**src/rtl/exec_pkg.sv**
```systemverilog
// Shared types and constants for the execute stage: opcode/state encodings and
// the single-cycle ALU/shifter evaluation function.
package exec_pkg;

    localparam int DEF_DATA_W = 16;
    localparam int DEF_ADDR_W = 3;
    localparam int MUL_CYCLES = 16;
    localparam int MUL_CNT_W  = 5;
    localparam int SHAMT_W    = 4;

    typedef enum logic [2:0] {
        ADD = 3'd0,
        SUB = 3'd1,
        AND = 3'd2,
        OR  = 3'd3,
        XOR = 3'd4,
        SHL = 3'd5,
        SHR = 3'd6,
        MUL = 3'd7
    } opcode_e;

    typedef enum logic [1:0] {
        IDLE = 2'd0,
        READ = 2'd1,
        EXEC = 2'd2,
        WB   = 2'd3
    } state_e;

    typedef struct packed {
        logic [DEF_DATA_W-1:0] result;
        logic                  carry;
    } alu_res_t;

    // Shifts use a one-bit extension so the last bit shifted out lands in the
    // extension bit; a zero shift amount leaves that bit clear.
    function automatic alu_res_t alu_single(input opcode_e op,
                                            input logic [DEF_DATA_W-1:0] a,
                                            input logic [DEF_DATA_W-1:0] b);
        alu_res_t             r;
        logic [DEF_DATA_W:0]  wide;
        logic [SHAMT_W-1:0]   sh;
        r    = '0;
        wide = '0;
        sh   = b[SHAMT_W-1:0];
        case (op)
            ADD: begin
                wide     = {1'b0, a} + {1'b0, b};
                r.result = wide[DEF_DATA_W-1:0];
                r.carry  = wide[DEF_DATA_W];
            end
            SUB: begin
                wide     = {1'b0, a} - {1'b0, b};
                r.result = wide[DEF_DATA_W-1:0];
                r.carry  = wide[DEF_DATA_W];
            end
            AND: r.result = a & b;
            OR:  r.result = a | b;
            XOR: r.result = a ^ b;
            SHL: begin
                wide     = {1'b0, a} << sh;
                r.result = wide[DEF_DATA_W-1:0];
                r.carry  = wide[DEF_DATA_W];
            end
            SHR: begin
                wide     = {a, 1'b0} >> sh;
                r.result = wide[DEF_DATA_W:1];
                r.carry  = wide[0];
            end
            default: r = '0;
        endcase
        return r;
    endfunction

endpackage

```
**src/rtl/exec_unit_mul.sv**
```systemverilog
// Radix-2 shift-add unsigned multiplier: the first partial product is taken on
// the start edge, so valid pulses MUL_CYCLES cycles after start.
module mul16_seq
    import exec_pkg::*;
(
    input  logic                      clk,
    input  logic                      rst,
    input  logic                      start,
    input  logic [DEF_DATA_W-1:0]     a,
    input  logic [DEF_DATA_W-1:0]     b,
    output logic                      busy,
    output logic [2*DEF_DATA_W-1:0]   product,
    output logic                      valid
);

    logic                    busy_q,   busy_d;
    logic                    valid_q,  valid_d;
    logic [2*DEF_DATA_W-1:0] acc_q,    acc_d;
    logic [2*DEF_DATA_W-1:0] mcand_q,  mcand_d;
    logic [DEF_DATA_W-1:0]   mplier_q, mplier_d;
    logic [MUL_CNT_W-1:0]    cnt_q,    cnt_d;

    // One multiplier bit is consumed per cycle; cnt counts bits already consumed.
    always_comb begin
        busy_d   = busy_q;
        valid_d  = 1'b0;
        acc_d    = acc_q;
        mcand_d  = mcand_q;
        mplier_d = mplier_q;
        cnt_d    = cnt_q;
        if (start) begin
            acc_d    = b[0] ? {{DEF_DATA_W{1'b0}}, a} : {2*DEF_DATA_W{1'b0}};
            mcand_d  = {{(DEF_DATA_W-1){1'b0}}, a, 1'b0};
            mplier_d = {1'b0, b[DEF_DATA_W-1:1]};
            cnt_d    = MUL_CNT_W'(1);
            busy_d   = 1'b1;
        end else if (busy_q) begin
            if (mplier_q[0]) begin
                acc_d = acc_q + mcand_q;
            end else begin
                acc_d = acc_q;
            end
            mcand_d  = mcand_q << 1;
            mplier_d = mplier_q >> 1;
            cnt_d    = cnt_q + MUL_CNT_W'(1);
            if (cnt_q == MUL_CNT_W'(MUL_CYCLES - 1)) begin
                busy_d  = 1'b0;
                valid_d = 1'b1;
            end else begin
                busy_d  = 1'b1;
            end
        end else begin
            busy_d = 1'b0;
        end
    end

    // Multiplier state registers.
    always_ff @(posedge clk or posedge rst) begin
        if (rst) begin
            busy_q   <= 1'b0;
            valid_q  <= 1'b0;
            acc_q    <= '0;
            mcand_q  <= '0;
            mplier_q <= '0;
            cnt_q    <= '0;
        end else begin
            busy_q   <= busy_d;
            valid_q  <= valid_d;
            acc_q    <= acc_d;
            mcand_q  <= mcand_d;
            mplier_q <= mplier_d;
            cnt_q    <= cnt_d;
        end
    end

    assign busy    = busy_q;
    assign valid   = valid_q;
    assign product = acc_q;

endmodule

```
**src/rtl/exec_unit.sv**
```systemverilog
// Execute stage between the 8x16 register file read ports and its write port:
// IDLE -> READ -> EXEC (1 or 16 cycles) -> WB, one instruction at a time.
module exec_unit
    import exec_pkg::*;
#(
    parameter int DATA_W = DEF_DATA_W,
    parameter int ADDR_W = DEF_ADDR_W
) (
    input  logic              clk,
    input  logic              rst,
    input  logic              instr_valid,
    output logic              instr_ready,
    input  logic [2:0]        opcode,
    input  logic [ADDR_W-1:0] rd,
    input  logic [ADDR_W-1:0] rs0,
    input  logic [ADDR_W-1:0] rs1,
    output logic [ADDR_W-1:0] rd0_addr,
    output logic [ADDR_W-1:0] rd1_addr,
    input  logic [DATA_W-1:0] rd0_data,
    input  logic [DATA_W-1:0] rd1_data,
    output logic              wr_en,
    output logic [ADDR_W-1:0] wr_addr,
    output logic [DATA_W-1:0] wr_data,
    output logic              done,
    output logic              flag_z,
    output logic              flag_c
);

    state_e              state_q,       state_d;
    opcode_e             op_q,          op_d;
    logic [ADDR_W-1:0]   rd_q,          rd_d;
    logic [ADDR_W-1:0]   rd0_addr_q,    rd0_addr_d;
    logic [ADDR_W-1:0]   rd1_addr_q,    rd1_addr_d;
    logic [DATA_W-1:0]   a_q,           a_d;
    logic [DATA_W-1:0]   b_q,           b_d;
    logic                instr_ready_q, instr_ready_d;
    logic                wr_en_q,       wr_en_d;
    logic [ADDR_W-1:0]   wr_addr_q,     wr_addr_d;
    logic [DATA_W-1:0]   wr_data_q,     wr_data_d;
    logic                done_q,        done_d;
    logic                flag_z_q,      flag_z_d;
    logic                flag_c_q,      flag_c_d;

    logic                accept_s;
    logic                mul_start_s;
    logic                mul_busy_s;
    logic                mul_valid_s;
    logic [2*DATA_W-1:0] mul_product_s;
    logic                exec_done_s;
    alu_res_t            alu_s;
    logic [DATA_W-1:0]   result_s;
    logic                carry_s;

    assign accept_s    = (state_q == IDLE) && instr_valid;
    // The multiplier takes its operands straight from the read ports during READ,
    // which is what lets the product be ready after exactly 16 EXEC cycles.
    assign mul_start_s = (state_q == READ) && (op_q == MUL) && !mul_busy_s;
    assign exec_done_s = (state_q == EXEC) && ((op_q != MUL) || mul_valid_s);

    mul16_seq u_mul (
        .clk     (clk),
        .rst     (rst),
        .start   (mul_start_s),
        .a       (rd0_data),
        .b       (rd1_data),
        .busy    (mul_busy_s),
        .product (mul_product_s),
        .valid   (mul_valid_s)
    );

    assign alu_s    = alu_single(op_q, a_q, b_q);
    assign result_s = (op_q == MUL) ? mul_product_s[DATA_W-1:0] : alu_s.result;
    assign carry_s  = (op_q == MUL) ? (|mul_product_s[2*DATA_W-1:DATA_W]) : alu_s.carry;

    // FSM state register.
    always_ff @(posedge clk or posedge rst) begin
        if (rst) begin
            state_q <= IDLE;
        end else begin
            state_q <= state_d;
        end
    end

    // FSM next-state logic.
    always_comb begin
        state_d = state_q;
        case (state_q)
            IDLE: begin
                if (accept_s) begin
                    state_d = READ;
                end else begin
                    state_d = IDLE;
                end
            end
            READ: state_d = EXEC;
            EXEC: begin
                if (exec_done_s) begin
                    state_d = WB;
                end else begin
                    state_d = EXEC;
                end
            end
            WB:      state_d = IDLE;
            default: state_d = IDLE;
        endcase
    end

    // FSM output logic: instruction latch, operand capture and write-back values.
    always_comb begin
        op_d          = op_q;
        rd_d          = rd_q;
        rd0_addr_d    = rd0_addr_q;
        rd1_addr_d    = rd1_addr_q;
        a_d           = a_q;
        b_d           = b_q;
        wr_addr_d     = wr_addr_q;
        wr_data_d     = wr_data_q;
        flag_z_d      = flag_z_q;
        flag_c_d      = flag_c_q;
        wr_en_d       = 1'b0;
        done_d        = 1'b0;
        instr_ready_d = (state_d == IDLE);
        case (state_q)
            IDLE: begin
                if (accept_s) begin
                    op_d       = opcode_e'(opcode);
                    rd_d       = rd;
                    rd0_addr_d = rs0;
                    rd1_addr_d = rs1;
                end else begin
                    op_d       = op_q;
                end
            end
            READ: begin
                a_d = rd0_data;
                b_d = rd1_data;
            end
            EXEC: begin
                if (exec_done_s) begin
                    wr_en_d   = 1'b1;
                    done_d    = 1'b1;
                    wr_addr_d = rd_q;
                    wr_data_d = result_s;
                    flag_z_d  = (result_s == {DATA_W{1'b0}});
                    flag_c_d  = carry_s;
                end else begin
                    wr_en_d   = 1'b0;
                end
            end
            WB:      wr_en_d = 1'b0;
            default: wr_en_d = 1'b0;
        endcase
    end

    // Datapath and output registers.
    always_ff @(posedge clk or posedge rst) begin
        if (rst) begin
            op_q          <= ADD;
            rd_q          <= '0;
            rd0_addr_q    <= '0;
            rd1_addr_q    <= '0;
            a_q           <= '0;
            b_q           <= '0;
            instr_ready_q <= 1'b1;
            wr_en_q       <= 1'b0;
            wr_addr_q     <= '0;
            wr_data_q     <= '0;
            done_q        <= 1'b0;
            flag_z_q      <= 1'b0;
            flag_c_q      <= 1'b0;
        end else begin
            op_q          <= op_d;
            rd_q          <= rd_d;
            rd0_addr_q    <= rd0_addr_d;
            rd1_addr_q    <= rd1_addr_d;
            a_q           <= a_d;
            b_q           <= b_d;
            instr_ready_q <= instr_ready_d;
            wr_en_q       <= wr_en_d;
            wr_addr_q     <= wr_addr_d;
            wr_data_q     <= wr_data_d;
            done_q        <= done_d;
            flag_z_q      <= flag_z_d;
            flag_c_q      <= flag_c_d;
        end
    end

    assign instr_ready = instr_ready_q;
    assign rd0_addr    = rd0_addr_q;
    assign rd1_addr    = rd1_addr_q;
    assign wr_en       = wr_en_q;
    assign wr_addr     = wr_addr_q;
    assign wr_data     = wr_data_q;
    assign done        = done_q;
    assign flag_z      = flag_z_q;
    assign flag_c      = flag_c_q;

endmodule

```
**config.mk**
```make
export PLATFORM = sky130hd
export DESIGN_NAME = exec_unit
export DESIGN_NICKNAME = d
export VERILOG_FILES = /design/src/rtl/exec_pkg.sv /design/src/rtl/exec_unit_mul.sv /design/src/rtl/exec_unit.sv
export SDC_FILE = /design/constraint.sdc
export NUM_CORES = 1
export LEC_CHECK = 0
export CAP_MARGIN = 5
export CORE_UTILIZATION = 45
export DETAILED_ROUTE_END_ITERATION = 8
export PLACE_DENSITY = 0.71
export RECOVER_POWER = 25
export SLEW_MARGIN = 20
export SYNTH_ARGS = -nofsm -noshare
export SYNTH_HDL_FRONTEND = slang
export SYNTH_SLANG_ARGS = --single-unit
```
**constraint.sdc**
```tcl
create_clock -name clk -period 12.13 [get_ports clk]
set_clock_uncertainty 0.15 [all_clocks]
set_input_delay 1.8195 -clock clk [delete_from_list [all_inputs] [get_ports clk]]
set_output_delay 1.8195 -clock clk [all_outputs]
set_load 0.01 [all_outputs]
```
==> flow_summary.toml, run 1 <==
[die]
die-area_um2 = 26800
fp.coreArea_um2 = 25400
rows = 58
start_util = 0.464
fp.dieH_um = 164
die-width_um = 164
io-pin-count = 77

[synth]
ys_async_sr_fraction = 1.00
ys_types = 81
syn_avg_cell_area_um2 = 8.54
synth-warning-count = 0
synthesis.instances = 1379
synthFlopType = "dfrtp_1"
synth-edff-count = 0
syn-num-nets = 1517
ys_ff_latch = 154
synth_area_um2 = 11800
ys_seq_area_frac = 0.327

[placed_design]
placed_area_um2 = 12700
place_inst = 1709
place_ws_ps = 7950
finalWeightedCongestion = 1.05
post-dp-hpwl_mm = 27.5
io_buffers = 76

[detailed_routing]
routedWlPerCell_um = 21.4
wl_mm = 37.2
dr_total_vias = 10700
drc_errors = 0
drt_iter0_drc = 1099
viasPerCell = 6.13
drt_first_pass_iters = 6
ant_nets = 0

[power_and_ir_drop]
vdd_drop_max_uv = 159
p_leak_nw = 5.59
power_density_nw_per_um2 = 313
design_power_total_mw = 4.14

[global_route]
gr-usage-all-layers = 0.288
grt_first_pass_wirelength_mm = 58.8
grt_pass1_vias = 10200
grt_remaining_overflow = 0
antenna_found_initial = 1
grt_max_degree = 83

[timing]
rsz0062_at_grt = "false"
period_needed_ps = 5480
finalSetupTns_ps = 0
maxSlewHeadroom = -1.35
post-route-period-util = 0.451
maxSlewViolCount = 112
setup_viol = 0
tightest_slew_ps = 3500
max_freq_mhz = 183
setup_ws_ps = 6650
hold_violations = 0
finalHoldWorstSlack_ps = 321

[worst_setup_path]
cp_max_fo = 33
r2r_end = "flag_z$_DFFE_PP0P_"
critical_path_class = "flop to flop"
r2r_setup_slack_ps = 6650
r2r_start = "op_q[0]$_DFFE_PP0P_"
arrival_ps = 5650
cp.required_ps = 12300
crit_path_end_kind = "flop"
startpoint_type = "flop"
r2r_cells = 10
endpoint = "flag_z$_DFFE_PP0P_"
crit_start = "op_q[0]$_DFFE_PP0P_"

[clock_tree]
clkSinkCount = 154
cts_resized = 0
cts_tree = "done"
root_buffer = "clkbuf_16"
clkLatencyLatePin_ps = 430
cts_buffers = 17
cts_max_level = 4
cts_hold_buf = 0
clockBufferDepth = 2
postCtsSetupBuffers = 0
clk_pin_slew_ps = 70

[layout]
multi_input_area_um2 = 7270
area_growth_pct = 12.4
layout-drive-gt1-share = 0.0808
fin_util = 0.521
seq_area_um2 = 3860
finalNonFillerCells = 1743
final_nets = 1536
fillers = 2399
final_common_cell = "nand2_1"
fin_area_um2 = 13200
mostFrequentLayoutCells = "nand2_1 (211), dfrtp_1 (152), o21ai_0 (148)"

[status]
status = "finished with violations"
violations = "capacitance limit, slew limit"

[hold_path]
hold_path_class = "flop to flop"

[flow_run]
cap_violations = 2
## cells in the mapped netlist, types with 22 or more instances
cell	n	area, um^2
nand3_1	27	135
nand2_1	211	792
nor2_1	75	282
dfrtp_1	153	3830
a21o_1	22	165
mux2i_1	47	470
ha_1	88	1100
inv_1	62	233
o21ai_0	147	736
xnor2_1	29	254
nor3_1	26	130
a21oi_1	104	521
clkbuf_1	64	240
## area by class of cell
class,count,area share
antenna,2,0.000378
clock buffer,18,0.0324
multi-input combinational,1068,0.549
timing repair buffer,94,0.0671
sequential,154,0.291
clock inverter,14,0.0100
tap,330,0.0312
inverter,63,0.0180
## registers in the layout (all words and copies together), names as in the netlist
signal and cells:
u_mul.cnt_q 5, wr_addr 3, state_q 2, flag_z 1, b_q 16, u_mul.busy 1, u_mul.valid 1, a_q 16
instr_ready 1, rd_q 3, rd0_addr 3, op_q 3, flag_c 1, done 1, rd1_addr 3, u_mul.product 32
wr_data 16, u_mul.mplier_q 15, u_mul.mcand_q 31
## metal layers
layer / vias up / routed length (um) / global-route usage
li1: 5005 / - / -
met1: 5198 / 16500 / 0.406
met2: 430 / 16900 / 0.442
met3: 53 / 3060 / 0.0624
met4: 0 / 766 / 0.0854
met5: - / 0 / 0
## how the worst min path moves through the flow
| stage | cells past startpoint | start | endpoint |
|---|---|---|---|
| 6_report | 2 | rd_q[2]$_DFFE_PP0P_ | wr_addr[2]$_DFFE_PP0P_ |
| 5_1_grt | 2 | rd_q[2]$_DFFE_PP0P_ | wr_addr[2]$_DFFE_PP0P_ |
| 4_1_cts | 2 | rd_q[2]$_DFFE_PP0P_ | wr_addr[2]$_DFFE_PP0P_ |
| 3_5_place_dp | 2 | rd_q[2]$_DFFE_PP0P_ | wr_addr[2]$_DFFE_PP0P_ |
| 3_3_place_gp | 2 | rd_q[0]$_DFFE_PP0P_ | wr_addr[0]$_DFFE_PP0P_ |
| 2_1_floorplan | 2 | rd_q[0]$_DFFE_PP0P_ | wr_addr[0]$_DFFE_PP0P_ |
## cells by family (layout without fill, tap and decap cells)
kind of cell    count (synthesis)  count (layout)  share of synthesized area
flops                         154             154                      0.327
compound gates                434             434                      0.234
xor+xnor                       42              42                     0.0312
mux                            84              84                     0.0945
fa+ha+maj                      91              91                     0.0986
buf+inv                       157             189                     0.0561
other cells                     0               2                          0
simple gates                  417             417                      0.158
## report_power, final
part	total (mW)	internal [mW]	leakage [nW]	switching, mW
clock	0.516	0.271	0.269	0.245
sequential	0.996	0.728	1.97	0.268
combinational	2.63	1.04	3.35	1.59
## critical path: stages, from the launching register on
cell and delay [ps]:
dfrtp_1 320, clkbuf_1 1210, inv_1 690, nor2_1 1050, a21oi_1 230, a221oi_2 340
o221ai_1 280, o32ai_1 380, o21ai_1 140, nand4bb_1 230, o41ai_2 300
Note: power is estimated with default switching activity, not from simulation.
==> inputs of run 2 (changes only) <==
==> constraint.sdc (replaced) <==
create_clock -name clk -period 5.6 [get_ports clk]
set_clock_uncertainty 0.15 [all_clocks]
set_input_delay 0.84 -clock clk [delete_from_list [all_inputs] [get_ports clk]]
set_output_delay 0.84 -clock clk [all_outputs]
set_load 0.01 [all_outputs]
==> run 2 against run 1 <==
  * Global-route usage is 0.084 points lower
  * The flow still finishes with violations (capacitance limit, slew limit)
  * Register-to-register slack got worse by 5200 ps
  * Core utilization about the same
  * Critical endpoint is now u_mul.mplier_q[6]$_DFFE_PP0P_
  * Fmax increased by 32%
  * Highest routed layer unchanged
  * Clock power up 130%
  * Via count up 0.24%
  * Cell count is 0.23% lower
  * Worst setup slack got worse by 5200 ps
  * Total power increased by 120%
  * Clock-buffer cell count increased by 1
==> flow_summary.toml, run 2 (synthesis results as in run 1) <==
[layout]
fin_util = 0.521
fin_area_um2 = 13200
mostFrequentLayoutCells = "nand2_1 (211), dfrtp_1 (152), o21ai_0 (147)"
final_nets = 1534
antennaDiodeCount = 0
fillers = 2412
multi_input_area_um2 = 7270
layout-drive-gt1-share = 0.0809
seq_area_um2 = 3860
final_common_cell = "nand2_1"
finalNonFillerCells = 1739
area_growth_pct = 12.4
largest_reg_flops = 32

[timing]
hold_violations = 0
finalSetupTns_ps = 0
maxSlewViolCount = 67
tightest_slew_ps = 2340
setup_ws_ps = 1450
setup_viol = 0
finalHoldWorstSlack_ps = 316
rsz0062_at_grt = "false"
post-route-period-util = 0.742
period_needed_ps = 4150
maxSlewHeadroom = -0.559
max_freq_mhz = 241

[global_route]
grt_first_pass_wirelength_mm = 58.8
gr-usage-all-layers = 0.287
grt_pass1_vias = 10400
grt_remaining_overflow = 0
grt_max_degree = 101
antenna_found_initial = 1

[worst_setup_path]
cpMaxStageDelayCell = "clkbuf_1"
crit_start = "state_q[1]$_DFF_PP0_"
worstPathCellList = "inv_1 > ha_1 > clkbuf_1 > and2_2 > mux2i_1 > o21ai_0"
cp_top_family = "buffers and inverters"
cp.required_ps = 5720
arrival_ps = 4270
cp_max_fo = 66
critical_path_class = "flop to flop"
crit_path_end_kind = "flop"
startpoint_type = "flop"
r2r_start = "state_q[1]$_DFF_PP0_"
crit_buf_inv = 2
cpPeakStageDelay_ps = 1640

[hold_path]
hold_path_class = "flop to flop"
hp-start = "rd_q[2]$_DFFE_PP0P_"

[placed_design]
place_ws_ps = 1690
io_buffers = 76
place_inst = 1707
finalWeightedCongestion = 1.04
placed_area_um2 = 12700
post-dp-hpwl_mm = 27.6

[power_and_ir_drop]
vdd_drop_max_uv = 272
power_density_nw_per_um2 = 682
design_power_total_mw = 9.03
p_leak_nw = 5.58

[detailed_routing]
drt_first_pass_iters = 5
drc_errors = 0
drt_iter0_drc = 1077
viasPerCell = 6.16
routedWlPerCell_um = 21.2
dr_total_vias = 10700
wl_mm = 36.9
ant_nets = 0

[clock_tree]
cts_buffers = 17
clk_pin_slew_ps = 70
clkSinkCount = 154
cts_hold_buf = 0
postCtsSetupBuffers = 0
cts_tree = "done"
clkLatencyLatePin_ps = 440
root_buffer = "clkbuf_16"
cts_resized = 0
clockBufferDepth = 2
cts_max_level = 4

[die]
rows = 58
io-pin-count = 77
die-area_um2 = 26800
die-width_um = 164
start_util = 0.464
fp.dieH_um = 164
fp.coreArea_um2 = 25400

[status]
status = "finished with violations"
violations = "capacitance limit, slew limit"

[flow_run]
cap_violations = 1
run 2: worst register-to-register path: stages (launching register included):
cell	delay (ps)
dfrtp_1	380
inv_1	80
ha_1	140
clkbuf_1	1640
and2_2	1140
mux2i_1	320
o21ai_0	130
run 2: layout make-up:
| type | count | share of cell area |
|---|---|---|
| inverters | 63 | 0.0182 |
| clock inverters | 13 | 0.00993 |
| clock buffers | 19 | 0.0335 |
| well taps | 330 | 0.0312 |
| flip-flops and latches | 154 | 0.291 |
| repair buffers | 92 | 0.0663 |
| multi-input cells | 1068 | 0.549 |
run 2: metal layers:
metal	track usage	wire, um
met5	0	0
met3	0.0389	2970
met1	0.413	16300
met2	0.436	16500
met4	0.112	1110
run 2: report_power, final:
| group | switching, mW | internal [mW] |
|---|---|---|
| Clock | 0.539 | 0.636 |
| Combinational | 3.41 | 2.26 |
| Sequential | 0.604 | 1.58 |
| Total | 4.55 | 4.47 |
run 2: final timing paths:
kind,depth (start not counted),endpoint,slack [ps]
setup / recovery,6,u_mul.mplier_q[6]$_DFFE_PP0P_,1450
hold / removal,2,wr_addr[2]$_DFFE_PP0P_,320
setup reg to reg,6,u_mul.mplier_q[6]$_DFFE_PP0P_,1450
hold reg to reg,2,wr_addr[2]$_DFFE_PP0P_,320
max in group asynchronous,3,b_q[3]$_DFFE_PP0N_,3480
min in group asynchronous,2,u_mul.product[3]$_DFFE_PP0P_,920
